**src/rtl/c1_mux_arbiter.sv**
```systemverilog
// c1_mux_arbiter: round-robin arbiter and sequencer sharing one C1 four-input select-mux among A0/A1/B0/B1
//   clk, rst            clock, synchronous active-high reset
//   req[3:0]            requests (bit0=A0, bit1=A1, bit2=B0, bit3=B1)
//   A0, A1, B0, B1      requester data, size bits each
//   ack[3:0]            one-hot pulse, beat from requester i accepted this cycle
//   SA, SB, S0, S1      select lines for the shared C1 path
//   out_data/out_valid  registered muxed beat, out_ready accepts it
//   grant_id, busy      current grantee, FSM in GRANT
//   C1_ARB_BURST_EN     when defined, a grant also releases after BURST_LEN accepted beats
module c1_mux_arbiter #(
    parameter int size      = 5,
    parameter int BURST_LEN = 4
) (
    input  logic            clk,
    input  logic            rst,
    input  logic [3:0]      req,
    input  logic [size-1:0] A0,
    input  logic [size-1:0] A1,
    input  logic [size-1:0] B0,
    input  logic [size-1:0] B1,
    input  logic            out_ready,
    output logic [3:0]      ack,
    output logic            SA,
    output logic            SB,
    output logic            S0,
    output logic            S1,
    output logic [size-1:0] out_data,
    output logic            out_valid,
    output logic [1:0]      grant_id,
    output logic            busy
);
    typedef enum logic {IDLE, GRANT} state_t;
    state_t state;
    logic [1:0] rr_ptr;
    logic [1:0] pick;
    logic [size-1:0] mux_data;
    logic slot_free;
    logic accept;
    logic last_beat;
    logic rel;
`ifdef C1_ARB_BURST_EN
    localparam int CW = $clog2(BURST_LEN + 1);
    logic [CW-1:0] beat_cnt;
    assign last_beat = beat_cnt == CW'(BURST_LEN - 1);
`else
    assign last_beat = 1'b0;
`endif
    assign busy      = state == GRANT;
    assign SA        = busy & (grant_id == 2'd1);
    assign SB        = busy & (grant_id == 2'd3);
    assign S0        = busy & grant_id[1];
    assign S1        = 1'b0;
    assign mux_data  = (S0 | S1) ? (SB ? B1 : B0) : (SA ? A1 : A0);
    assign slot_free = !out_valid | out_ready;
    // rst gate keeps the reset cycle ack-free even mid-burst
    assign accept    = busy & req[grant_id] & slot_free & !rst;
    assign ack       = accept ? 4'b0001 << grant_id : 4'b0000;
    assign rel       = busy & (!req[grant_id] | (accept & last_beat));
    // scan from the highest offset down so the nearest request at/after rr_ptr wins
    always_comb begin
        pick = rr_ptr;
        for (int i = 3; i >= 0; i--)
            if (req[rr_ptr + 2'(i)]) pick = rr_ptr + 2'(i);
    end
    always_ff @(posedge clk) begin
        if (rst) begin
            state     <= IDLE;
            rr_ptr    <= 2'd0;
            grant_id  <= 2'd0;
            out_valid <= 1'b0;
            out_data  <= '0;
`ifdef C1_ARB_BURST_EN
            beat_cnt  <= '0;
`endif
        end else begin
            if (accept) begin
                out_data  <= mux_data;
                out_valid <= 1'b1;
            end else if (out_ready) begin
                out_valid <= 1'b0;
            end
            if (state == IDLE) begin
                if (|req) begin
                    grant_id <= pick;
                    state    <= GRANT;
`ifdef C1_ARB_BURST_EN
                    beat_cnt <= '0;
`endif
                end
            end else begin
`ifdef C1_ARB_BURST_EN
                if (accept) beat_cnt <= beat_cnt + 1'b1;
`endif
                if (rel) begin
                    state  <= IDLE;
                    rr_ptr <= grant_id + 2'd1;
                end
            end
        end
    end
endmodule

```
**config.mk**
```make
export PLATFORM = sky130hd
export DESIGN_NAME = c1_mux_arbiter
export DESIGN_NICKNAME = d
export VERILOG_FILES = /design/src/rtl/c1_mux_arbiter.sv
export SDC_FILE = /design/constraint.sdc
export NUM_CORES = 1
export LEC_CHECK = 0
export BUFFER_PORTS_ARGS = -buffer_cell sky130_fd_sc_hd__buf_4
export CAP_MARGIN = 40
export CELL_PAD_IN_SITES_DETAIL_PLACEMENT = 1
export CELL_PAD_IN_SITES_GLOBAL_PLACEMENT = 2
export CORE_ASPECT_RATIO = 0.9
export CORE_MARGIN = 5
export CORE_UTILIZATION = 24
export DETAILED_ROUTE_END_ITERATION = 8
export HOLD_SLACK_MARGIN = 0.15
export PLACE_DENSITY_LB_ADDON = 0.12
export SLEW_MARGIN = 10
export SYNTH_ARGS = -nofsm -noshare
export SYNTH_HDL_FRONTEND = slang
export SYNTH_SLANG_ARGS = --single-unit
```
**constraint.sdc**
```tcl
create_clock -name clk -period 2.6 [get_ports clk]
set_input_delay 0.39 -clock clk [delete_from_list [all_inputs] [get_ports clk]]
set_output_delay 0.39 -clock clk [all_outputs]
set_load 0.005 [all_outputs]
```
## Yosys cells after proc, flatten, opt, wreduce, memory -nomap -nowiden

Cells that the tools add are included.

| storage, ports and cells | value |
|---|---|
| output and inout port bits | 17 |
| input port bits | 27 |
| word-level logic and storage cells | 56 |
| bits in registers | 11 |

| cells by class | value |
|---|---|
| equality and inequality tests | 2 |
| bitwise operators | 9 |
| mux-type cells | 23 |
| shift-type cells | 1 |
| add/sub/neg operators | 4 |
| $lt $le $gt $ge | 5 |
| reductions and logical operators | 7 |

Operators with widths:

| kind | number |
|---|---|
| $lt 2x3->1 const B | 5 |
| $mux 5 | 3 |
| $bmux 1 s2 | 5 |
| $mux 1 | 10 |
| $mux 2 | 4 |
| $and 1x1->1 | 7 |
| $add 2x1->2 const B | 2 |
| $add 2x2->2 const B | 2 |
| $mux 4 | 1 |
| $reduce_and 2->1 | 2 |
| $reduce_or 4->1 | 1 |
| $shl 1x2->4 const A | 1 |
| $logic_not 1->1 | 3 |
| $eq 2x1->1 const B | 1 |
| $eq 2x2->1 const B | 1 |
| $reduce_bool 2->1 | 1 |
| $not 1->1 | 1 |
| $or 1x1->1 | 1 |

## Logic depth before layout (Yosys ltp)

Gate-level depths: netlist of the first run.

| depth | value |
|---|---|
| depth after elaboration | 7 |
| gate-level depth with buffers | 6 |
| mapped depth without buffers | 6 |

## Least setup slack after synthesis of the first run

No wires, ideal clock.

| timing path | value |
|---|---|
| path type | flip-flop to output port |
| start point | reg grant_id[1] |
| end point | out ack[0] |
| data required time | 2.210 ns |
| data arrival time | 1.375 ns |
| cell stages (with the launch flop) | 5 |
| setup slack | 0.835 ns |
| path buffers | 0 |
| cell sequence | dfxtp_1 -> mux4_2 -> nand2_2 -> nor3b_4 -> and2_2 |

| on the way | value |
|---|---|
| word-level cells in the longest chain between the ends | 6 |
| elaborated cells on any way between the ends | 7 |
| those cells by class | shift (1); mux (3); bitwise (3) |

RTL lines:

| what | RTL line | text |
|---|---|---|
| start: declaration | 29 | `output logic [1:0] grant_id,` |
| start signal: assignment | 84 | `grant_id <= pick;` |
| $bmux 1 s2 | 56 | `assign accept = busy & req[grant_id] & slot_free & !rst;` |
| $mux 1 (implied by the code) | 56 |  |
| $and 1x1->1 (3 in series) | 56 |  |
| $mux 4 (*) | 57 | `assign ack = accept ? 4'b0001 << grant_id : 4'b0000;` |
| end: declaration | 22 | `output logic [3:0] ack,` |

Every way passes the cells marked *; elsewhere a longest branch is shown, timed or not. The select of a mux whose other input is x is not followed.

## Final worst setup path of the first run

Same ends and word-level chain as after synthesis.

==> run_results.csv, run 1 <==
group,metric,value,unit
critical_path,arrival,1.90,ns
logic_synthesis,yosys_warnings,0,
sta,maxSlewViolCount,0,
detailed_routing,wl_per_cell,14.8,µm
logic_synthesis,async_reset_ff_share,0,%
floorplan,dieArea,4400,µm²
critical_path,crit_fanout,9,
place,io_buffers,42,
floorplan,initial_utilization,25.0,%
logic_synthesis,ys_ff_latch,11,
critical_path,worstSetupStartpointType,"flop",
clock_network,hold_buffers,0,
pwr,ir_drop,223,µV
place,place.gp.congestion,0.812,
critical_path,slowest_delay,0.42,ns
sta,whs,0.358,ns
detailed_routing,detail_route.iter0.violations,5,
clock_network,cts_setup_buffers,0,
sta,skew,0.00117,ns
logic_synthesis,syn-instance-count,87,
sta,rsz0062_at_grt,"no",
sta,setup_tns,0,ns
detailed_routing,drt_first_pass_iters,2,
logic_synthesis,syn_area_per_cell,8.76,µm²
logic_synthesis,synth_top_area_share,28.9,%
floorplan,num_io_pins,44,
global_route,grt_pass1_vias,847,
cells_and_area,fill_cells,390,
logic_synthesis,yosysMostFrequentCell,"dfxtp_1",
detailed_routing,via_per_inst,4.58,
pwr,power_density,408,nW/µm²
logic_synthesis,synthFlopType,"dfxtp_1",
critical_path,cp_slowest_cell,"mux4_2",
floorplan,die_h,63.5,µm
cells_and_area,layout.nets,160,
status,outcome,"complete, no violations",
detailed_routing,drc,0,
logic_synthesis,synth_cell_types,29,
clock_network,cts_tree,"done",
detailed_routing,vias,779,
critical_path,cp_top_family,"simple AND/OR/NAND/NOR gates",
logic_synthesis,synth_common_cells,"dfxtp_1 (11), a21oi_1 (9), mux2i_1 (6)",
logic_synthesis,syn_area,762,µm²
global_route,antenna_found_initial,0,
critical_path,cp_num_buf_inv,1,
global_route,overflow,0,
logic_synthesis,synth_area_leaders,"dfxtp_1 (29%), mux2i_1 (7.9%), ha_1 (6.6%)",
sta,period_needed,2.29,ns
critical_path,critPathKind,"reg -> out",
sta,fmax,0.436,GHz
global_route,track_usage,11.8,%
critical_path,required,2.21,ns
job,drv_cap,0,
clock_network,numClockSinks,11,
clock_network,cts_resized,0,
clock_network,clkLatencyLatePin,0.27,ns
pwr,p_leak,0.514,nW
sta,relSlewSlack,53.1,%
clock_network,ctsRootBufferMaster,"clkbuf_4",
hold_path,min_path_type,"in -> reg",
clock_network,cts_buffer_depth,2,
logic_synthesis,syn_nets,118,
clock_network,cts_buffers,3,
global_route,grt_max_degree,12,
logic_synthesis,yosysSeqAreaShare,28.9,%
clock_network,clk_pin_slew,0.07,ns
detailed_routing,wl,2520,µm
global_route,grt_pass1_wl,4130,µm
cells_and_area,syn2layout_area_growth,47.8,%
sta,hold_viol,0,
cells_and_area,n_antenna_cell,0,
critical_path,end_kind,"primary output",
logic_synthesis,synth_top_area_cell,"dfxtp_1",
sta,worst_pin_slew,0.695,ns
logic_synthesis,synth-edff-count,0,
critical_path,crit_chain,"mux4_2, nand2_2, nor3b_4, and2_2, buf_4",
sta,setup_violations,0,
clock_network,htreeDepth,1,
floorplan,die_w,69.4,µm
floorplan,rows,19,
cells_and_area,post-route-cell-area,1130,µm²
pwr,power,460,µW
sta,finalCritPeriodShare,88.2,%
place,dpl-instance-area,1100,µm²
place,dp_hpwl,2050,µm
place,place_inst,166,
detailed_routing,antenna_left,0,
floorplan,core_area,3040,µm²
cells_and_area,instances_no_fill,170,
cells_and_area,drive_gt1_share,41.4,%
[registers in the layout (all words and copies together) (netlist names)]
signal,cells
grant_id,2
out_valid,1
busy,1
rr_ptr,2
out_data,5
[layout make-up]
cell class              instances  area [µm²]  share of cell area (%)
multi-input cells              67         497                    44.1
repair buffers                 42         315                    28.0
flip-flops and latches         11         220                    19.6
inverters                       4        15.0                    1.33
well taps                      42        52.6                    4.67
clock buffers                   4        26.3                    2.33
[logic make-up after synthesis]
group                      Yosys count  synth area share, %
and+or+nand+nor                     28                 22.5
muxes                                7                 10.8
adders and majority gates            4                 6.57
DFF                                 11                 28.9
other                                1                0.492
buffers and inverters                9                 5.91
AOI/OAI and AO/OA                   27                 24.8
[through the flow]
| step | worst slack (ns) | util [%] |
|---|---|---|
| 4_1_cts | 0.288 | 37.0 |
| 6_report | 0.306 | 37.0 |
| 3_5_place_dp | 0.561 | 36.1 |
| 2_1_floorplan | 0.835 | - |
| 3_3_place_gp | 0.634 | 36.1 |
| 5_1_grt | 0.170 | 37.0 |
[routing by layer]
layer  vias to the layer above  wire length (µm)  global-route usage [%]
met5                         -                 0                       0
met4                         0                33                    3.66
met3                         4                98                    3.82
met2                        23              1100                    17.9
met1                       355              1290                    15.9
li1                        397                 -                       -
[path summary, 6_finish.rpt]
path / slack [ns] / to / startpoint / cells after the start
min reg2reg: 0.48 / out_data[0]$_SDFFE_PP0P_ / out_data[0]$_SDFFE_PP0P_ / 1
min: 0.36 / rr_ptr[1]$_SDFFE_PP0P_ / rst / 2
max: 0.31 / ack[0] / grant_id[1]$_SDFFE_PP0P_ / 5
max reg2reg: 0.80 / out_data[0]$_SDFFE_PP0P_ / grant_id[1]$_SDFFE_PP0P_ / 6
[layout by cell type, fill, tap and decap left out]
cell	synthesis	routed
nand2b_1	1	1
nand2_2	1	1
o21ai_0	3	3
nor3_1	2	2
a22o_1	4	4
dfxtp_1	11	11
o21a_1	1	1
a32o_1	1	1
clkbuf_4	0	3
o41ai_1	2	2
a21oi_1	9	9
and3_1	4	4
and2_2	4	4
nand2_1	5	5
buf_4	1	42
mux2i_1	6	6
and2_1	2	2
mux4_2	1	1
ha_1	4	4
nor3b_1	1	1
o221ai_1	1	1
a211oi_1	5	5
conb_1	1	1
inv_1	4	4
nor3b_4	1	1
nor2b_1	4	4
nor2_1	3	3
a31oi_2	1	1
clkbuf_1	3	1
[where the power goes]
group | total (mW) | switching [mW] | internal, mW
Combinational | 0.139 | 0.0622 | 0.0767
Sequential | 0.200 | 0.0170 | 0.183
Clock | 0.121 | 0.0617 | 0.0595
Total | 0.460 | 0.141 | 0.319
Note: power is estimated with default switching activity, not from simulation.
==> run 2: changes to the inputs <==
==> constraint.sdc (replaced) <==
create_clock -name clk -period 2.6 [get_ports clk]
set_input_delay 0.52 -clock clk [delete_from_list [all_inputs] [get_ports clk]]
set_output_delay 0.52 -clock clk [all_outputs]
set_load 0.005 [all_outputs]
==> run_results.csv, run 2 (synthesized netlist as in run 1, its figures left out) <==
group,metric,value,unit
status,outcome,"complete, no violations",
place,io_buffers,42,
critical_path,cp_slowest_cell,"mux4_2",
clock_network,cts_tree,"done",
cells_and_area,largest_reg_flops,5,
critical_path,slowest_delay,0.42,ns
detailed_routing,via_per_inst,4.75,
sta,finalCritPeriodShare,93.6,%
detailed_routing,vias,807,
cells_and_area,reg_top3,"out_data: 5 flops, grant_id: 2 flops, rr_ptr: 2 flops",
cells_and_area,n_antenna_cell,0,
floorplan,dieArea,4400,µm²
critical_path,cp_num_buf_inv,1,
cells_and_area,fill_cells,396,
job,drv_cap,0,
floorplan,initial_utilization,25.0,%
sta,hold_viol,0,
cells_and_area,final_cell_mix,"buf_4 (42), dfxtp_1 (11), a21oi_1 (9), mux2i_1 (6)",
floorplan,core_area,3040,µm²
clock_network,cts_buffers,3,
critical_path,crit_fanout,9,
critical_path,crit_chain,"mux4_2, nand2_2, nor3b_4, and2_2, buf_4",
global_route,grt_pass1_vias,908,
sta,setup_tns,0,ns
critical_path,cp_top_family,"simple AND/OR/NAND/NOR gates",
cells_and_area,final_common_cell,"buf_4",
detailed_routing,wl_per_cell,14.8,µm
floorplan,rows,19,
hold_path,min_path_type,"reg -> reg",
critical_path,critPathKind,"reg -> out",
clock_network,numClockSinks,11,
sta,skew,0.00572,ns
place,dp_hpwl,2040,µm
pwr,p_leak,0.514,nW
global_route,track_usage,11.9,%
cells_and_area,seq_area,220,µm²
global_route,overflow,0,
critical_path,arrival,1.91,ns
cells_and_area,syn2layout_area_growth,47.8,%
cells_and_area,multi_input_area,497,µm²
cells_and_area,instances_no_fill,170,
sta,period_needed,2.43,ns
detailed_routing,wl,2510,µm
detailed_routing,detail_route.iter0.violations,35,
floorplan,num_io_pins,44,
sta,fmax,0.411,GHz
floorplan,die_h,63.5,µm
place,place.gp.congestion,0.809,
clock_network,hold_buffers,0,
sta,relSlewSlack,49.8,%
global_route,grt_max_degree,12,
place,place_inst,166,
critical_path,worstSetupStartpointType,"flop",
clock_network,clkLatencyLatePin,0.28,ns
pwr,power_density,408,nW/µm²
sta,maxSlewViolCount,0,
clock_network,clk_pin_slew,0.07,ns
clock_network,cts_resized,0,
critical_path,required,2.08,ns
critical_path,end_kind,"primary output",
clock_network,ctsRootBufferMaster,"clkbuf_4",
detailed_routing,antenna_left,0,
cells_and_area,regMostFlops,"out_data",
global_route,grt_pass1_wl,4240,µm
sta,worst_pin_slew,0.743,ns
floorplan,die_w,69.4,µm
clock_network,htreeDepth,1,
sta,rsz0062_at_grt,"no",
clock_network,cts_setup_buffers,0,
detailed_routing,drt_first_pass_iters,2,
clock_network,cts_buffer_depth,2,
cells_and_area,layout.nets,160,
cells_and_area,drive_gt1_share,41.4,%
detailed_routing,drc,0,
sta,setup_violations,0,
pwr,ir_drop,134,µV
global_route,antenna_found_initial,0,
-- run 2: cell counts in the layout (fill, tap and decap cells not counted) --
No cell type changed its count.
-- run 2: metrics by stage --
| stage | total power [mW] | hold slack (ns) | cell area (µm²) | setup slack (ns) | utilization [%] |
|---|---|---|---|---|---|
| after global placement | 0.343 | 0.467 | 1100 | 0.374 | 36.1 |
| after floorplan | 0.272 | 0.466 | 762 | 0.660 | - |
| after detailed placement | 0.344 | 0.474 | 1100 | 0.320 | 36.1 |
| after global routing | 0.493 | 0.483 | 1130 | 0.0347 | 37.0 |
| after CTS | 0.468 | 0.478 | 1130 | 0.146 | 37.0 |
| final | 0.459 | 0.485 | 1130 | 0.166 | 37.0 |
-- run 2: final timing paths --
kind	from	endpoint	slack, ns	cells after the start
worst min register to register	out_data[2]$_SDFFE_PP0P_	out_data[2]$_SDFFE_PP0P_	0.48	1
worst max-delay path	grant_id[1]$_SDFFE_PP0P_	ack[3]	0.17	5
worst max register to register	grant_id[1]$_SDFFE_PP0P_	out_data[0]$_SDFFE_PP0P_	0.83	6
worst min-delay path	out_data[2]$_SDFFE_PP0P_	out_data[2]$_SDFFE_PP0P_	0.48	1
-- run 2: metal layers --
| metal | up-vias | track usage [%] | part of all wire, % |
|---|---|---|---|
| met1 | 377 | 14.9 | 47 |
| met2 | 23 | 18.5 | 46 |
| li1 | 401 | - | - |
| met3 | 6 | 4.61 | 5.7 |
| met4 | 0 | 4.39 | 1.4 |
| met5 | - | 0 | 0 |
-- run 2: cell type report --
class / count / share of cell area, %
sequential: 11 / 19.6
tap: 42 / 4.67
inverter: 4 / 1.33
multi-input combinational: 67 / 44.1
timing repair buffer: 42 / 28.0
clock buffer: 4 / 2.33
-- run 2: report_power, final --
part	internal (mW)	switching, mW	leakage (nW)	total (mW)
registers	0.183	0.0173	0.0901	0.200
clock network	0.0595	0.0612	0.0150	0.121
logic	0.0769	0.0618	0.408	0.139
total	0.319	0.140	0.514	0.459
==> run 3: changes to the inputs <==
Clock period 2.6 ns to 2.8 ns, I/O delays scaled along.
==> run_results.csv, run 3 (synthesized netlist as in run 1, its figures left out) <==
group,metric,value,unit
pwr,power.internal,296,µW
status,outcome,"complete, no violations",
floorplan,die_h,63.5,µm
cells_and_area,layout.nets,160,
clock_network,htreeDepth,1,
clock_network,clk_pin_slew,0.08,ns
critical_path,crit_chain,"mux4_2, nand2_2, nor3b_4, and2_2, buf_4",
place,place.gp.congestion,0.809,
critical_path,timing.rr.end,"out_data[0]$_SDFFE_PP0P_",
floorplan,core_area,3040,µm²
global_route,antenna_found_initial,0,
cells_and_area,reg_top3,"out_data: 5 flops, grant_id: 2 flops, rr_ptr: 2 flops",
sta,setup_violations,0,
detailed_routing,drt_first_pass_iters,4,
global_route,grt_pass1_wl,4260,µm
clock_network,cts_buffers,3,
pwr,p_leak,0.514,nW
hold_path,hold_depth,1,
clock_network,ctsRootBufferMaster,"clkbuf_4",
floorplan,rows,19,
critical_path,r2r_slack,0.99,ns
critical_path,slowest_delay,0.42,ns
clock_network,clkLatencyLatePin,0.28,ns
place,place_inst,166,
cells_and_area,multi_input_area,497,µm²
hold_path,hold_start,"out_data[0]$_SDFFE_PP0P_",
detailed_routing,drc,0,
critical_path,worstReg2RegStart,"grant_id[1]$_SDFFE_PP0P_",
sta,hold_viol,0,
pwr,switching_share,31.0,%
detailed_routing,wl_per_cell,14.6,µm
floorplan,initial_utilization,25.0,%
cells_and_area,regMostFlops,"out_data",
critical_path,cp_slowest_cell,"mux4_2",
hold_path,min_to,"out_data[0]$_SDFFE_PP0P_",
cells_and_area,instances_no_fill,170,
sta,skew,0.00664,ns
cells_and_area,fill_cells,398,
clock_network,hold_buffers,0,
sta,period_needed,2.47,ns
critical_path,required,2.24,ns
global_route,track_usage,12.1,%
detailed_routing,via_per_inst,4.55,
job,drv_cap,0,
clock_network,cts_buffer_depth,2,
sta,worst_pin_slew,0.728,ns
global_route,overflow,0,
hold_path,min_path_type,"reg -> reg",
floorplan,num_io_pins,44,
cells_and_area,seq_area,220,µm²
sta,relSlewSlack,50.8,%
cells_and_area,syn2layout_area_growth,47.8,%
sta,setup_tns,0,ns
global_route,grt_pass1_vias,896,
clock_network,cts_resized,0,
critical_path,end_kind,"primary output",
pwr,p_clk_share,26.9,%
critical_path,arrival,1.91,ns
cells_and_area,final_cell_mix,"buf_4 (42), dfxtp_1 (11), a21oi_1 (9), mux2i_1 (6)",
pwr,switching_power,133,µW
place,io_buffers,42,
place,dp_hpwl,2030,µm
cells_and_area,drive_gt1_share,41.4,%
clock_network,cts_setup_buffers,0,
cells_and_area,fin_util,37.0,%
sta,rsz0062_at_grt,"no",
detailed_routing,wl,2480,µm
critical_path,crit_start,"grant_id[1]$_SDFFE_PP0P_",
global_route,grt_max_degree,12,
floorplan,die_w,69.4,µm
pwr,p_seq_share,43.3,%
detailed_routing,vias,773,
floorplan,dieArea,4400,µm²
pwr,power_density,381,nW/µm²
critical_path,crit_fanout,9,
detailed_routing,antenna_left,0,
cells_and_area,final_common_cell,"buf_4",
clock_network,numClockSinks,11,
detailed_routing,detail_route.iter0.violations,27,
sta,finalCritPeriodShare,88.2,%
clock_network,cts_tree,"done",
critical_path,critPathKind,"reg -> out",
cells_and_area,post-route-cell-area,1130,µm²
sta,whs,0.479,ns
pwr,ir_drop,124,µV
sta,maxSlewViolCount,0,
pwr,combPwrFrac,29.9,%
place,dpl-instance-area,1100,µm²
cells_and_area,n_antenna_cell,0,
critical_path,reg2reg_depth,6,
sta,fmax,0.405,GHz
cells_and_area,largest_reg_flops,5,
critical_path,worstSetupStartpointType,"flop",
## run 3: cell counts in the layout (fill, tap and decap cells not counted)
Identical to the previous run, type by type.
## run 3: worst max-delay path by stage
stage / endpoint / cells after the start
2_1_floorplan: ack[0] / 4
3_3_place_gp: ack[3] / 6
3_5_place_dp: ack[3] / 6
4_1_cts: ack[3] / 5
5_1_grt: ack[3] / 5
6_report: ack[3] / 5
## run 3: power by group through the flow
stage               logic, mW  clock network [mW]  registers, mW
floorplan              0.0685                   0          0.184
global placement        0.129                   0          0.190
detailed placement      0.129                   0          0.190
CTS                     0.130               0.118          0.186
global route            0.144               0.124          0.189
finish                  0.128               0.115          0.186
## run 3: layout make-up
class | instances | area share, %
flip-flops and latches | 11 | 19.6
repair buffers | 42 | 28.0
inverters | 4 | 1.33
multi-input cells | 67 | 44.1
clock buffers | 4 | 2.33
well taps | 42 | 4.67
## run 3: metrics by stage
stage	power [mW]	worst slack (ns)
final	0.429	0.330
after global routing	0.457	0.187
after CTS	0.434	0.301
after detailed placement	0.319	0.437
after global placement	0.319	0.494
after floorplan	0.253	0.780
## run 3: critical path, delay by kind of cell, from the launching register on
| kind | cells | cell delay, ns |
|---|---|---|
| and+or+nand+nor | 3 | 0.72 |
| muxes | 1 | 0.42 |
| DFF | 1 | 0.38 |
| buffers and inverters | 1 | 0.10 |
## run 3: layer usage
layer	GRT usage, %	vias up	part of all wire, %
li1	-	396	-
met1	16.0	351	49
met2	17.9	22	45
met3	4.13	4	5.0
met4	5.12	0	1.7
met5	0	-	0
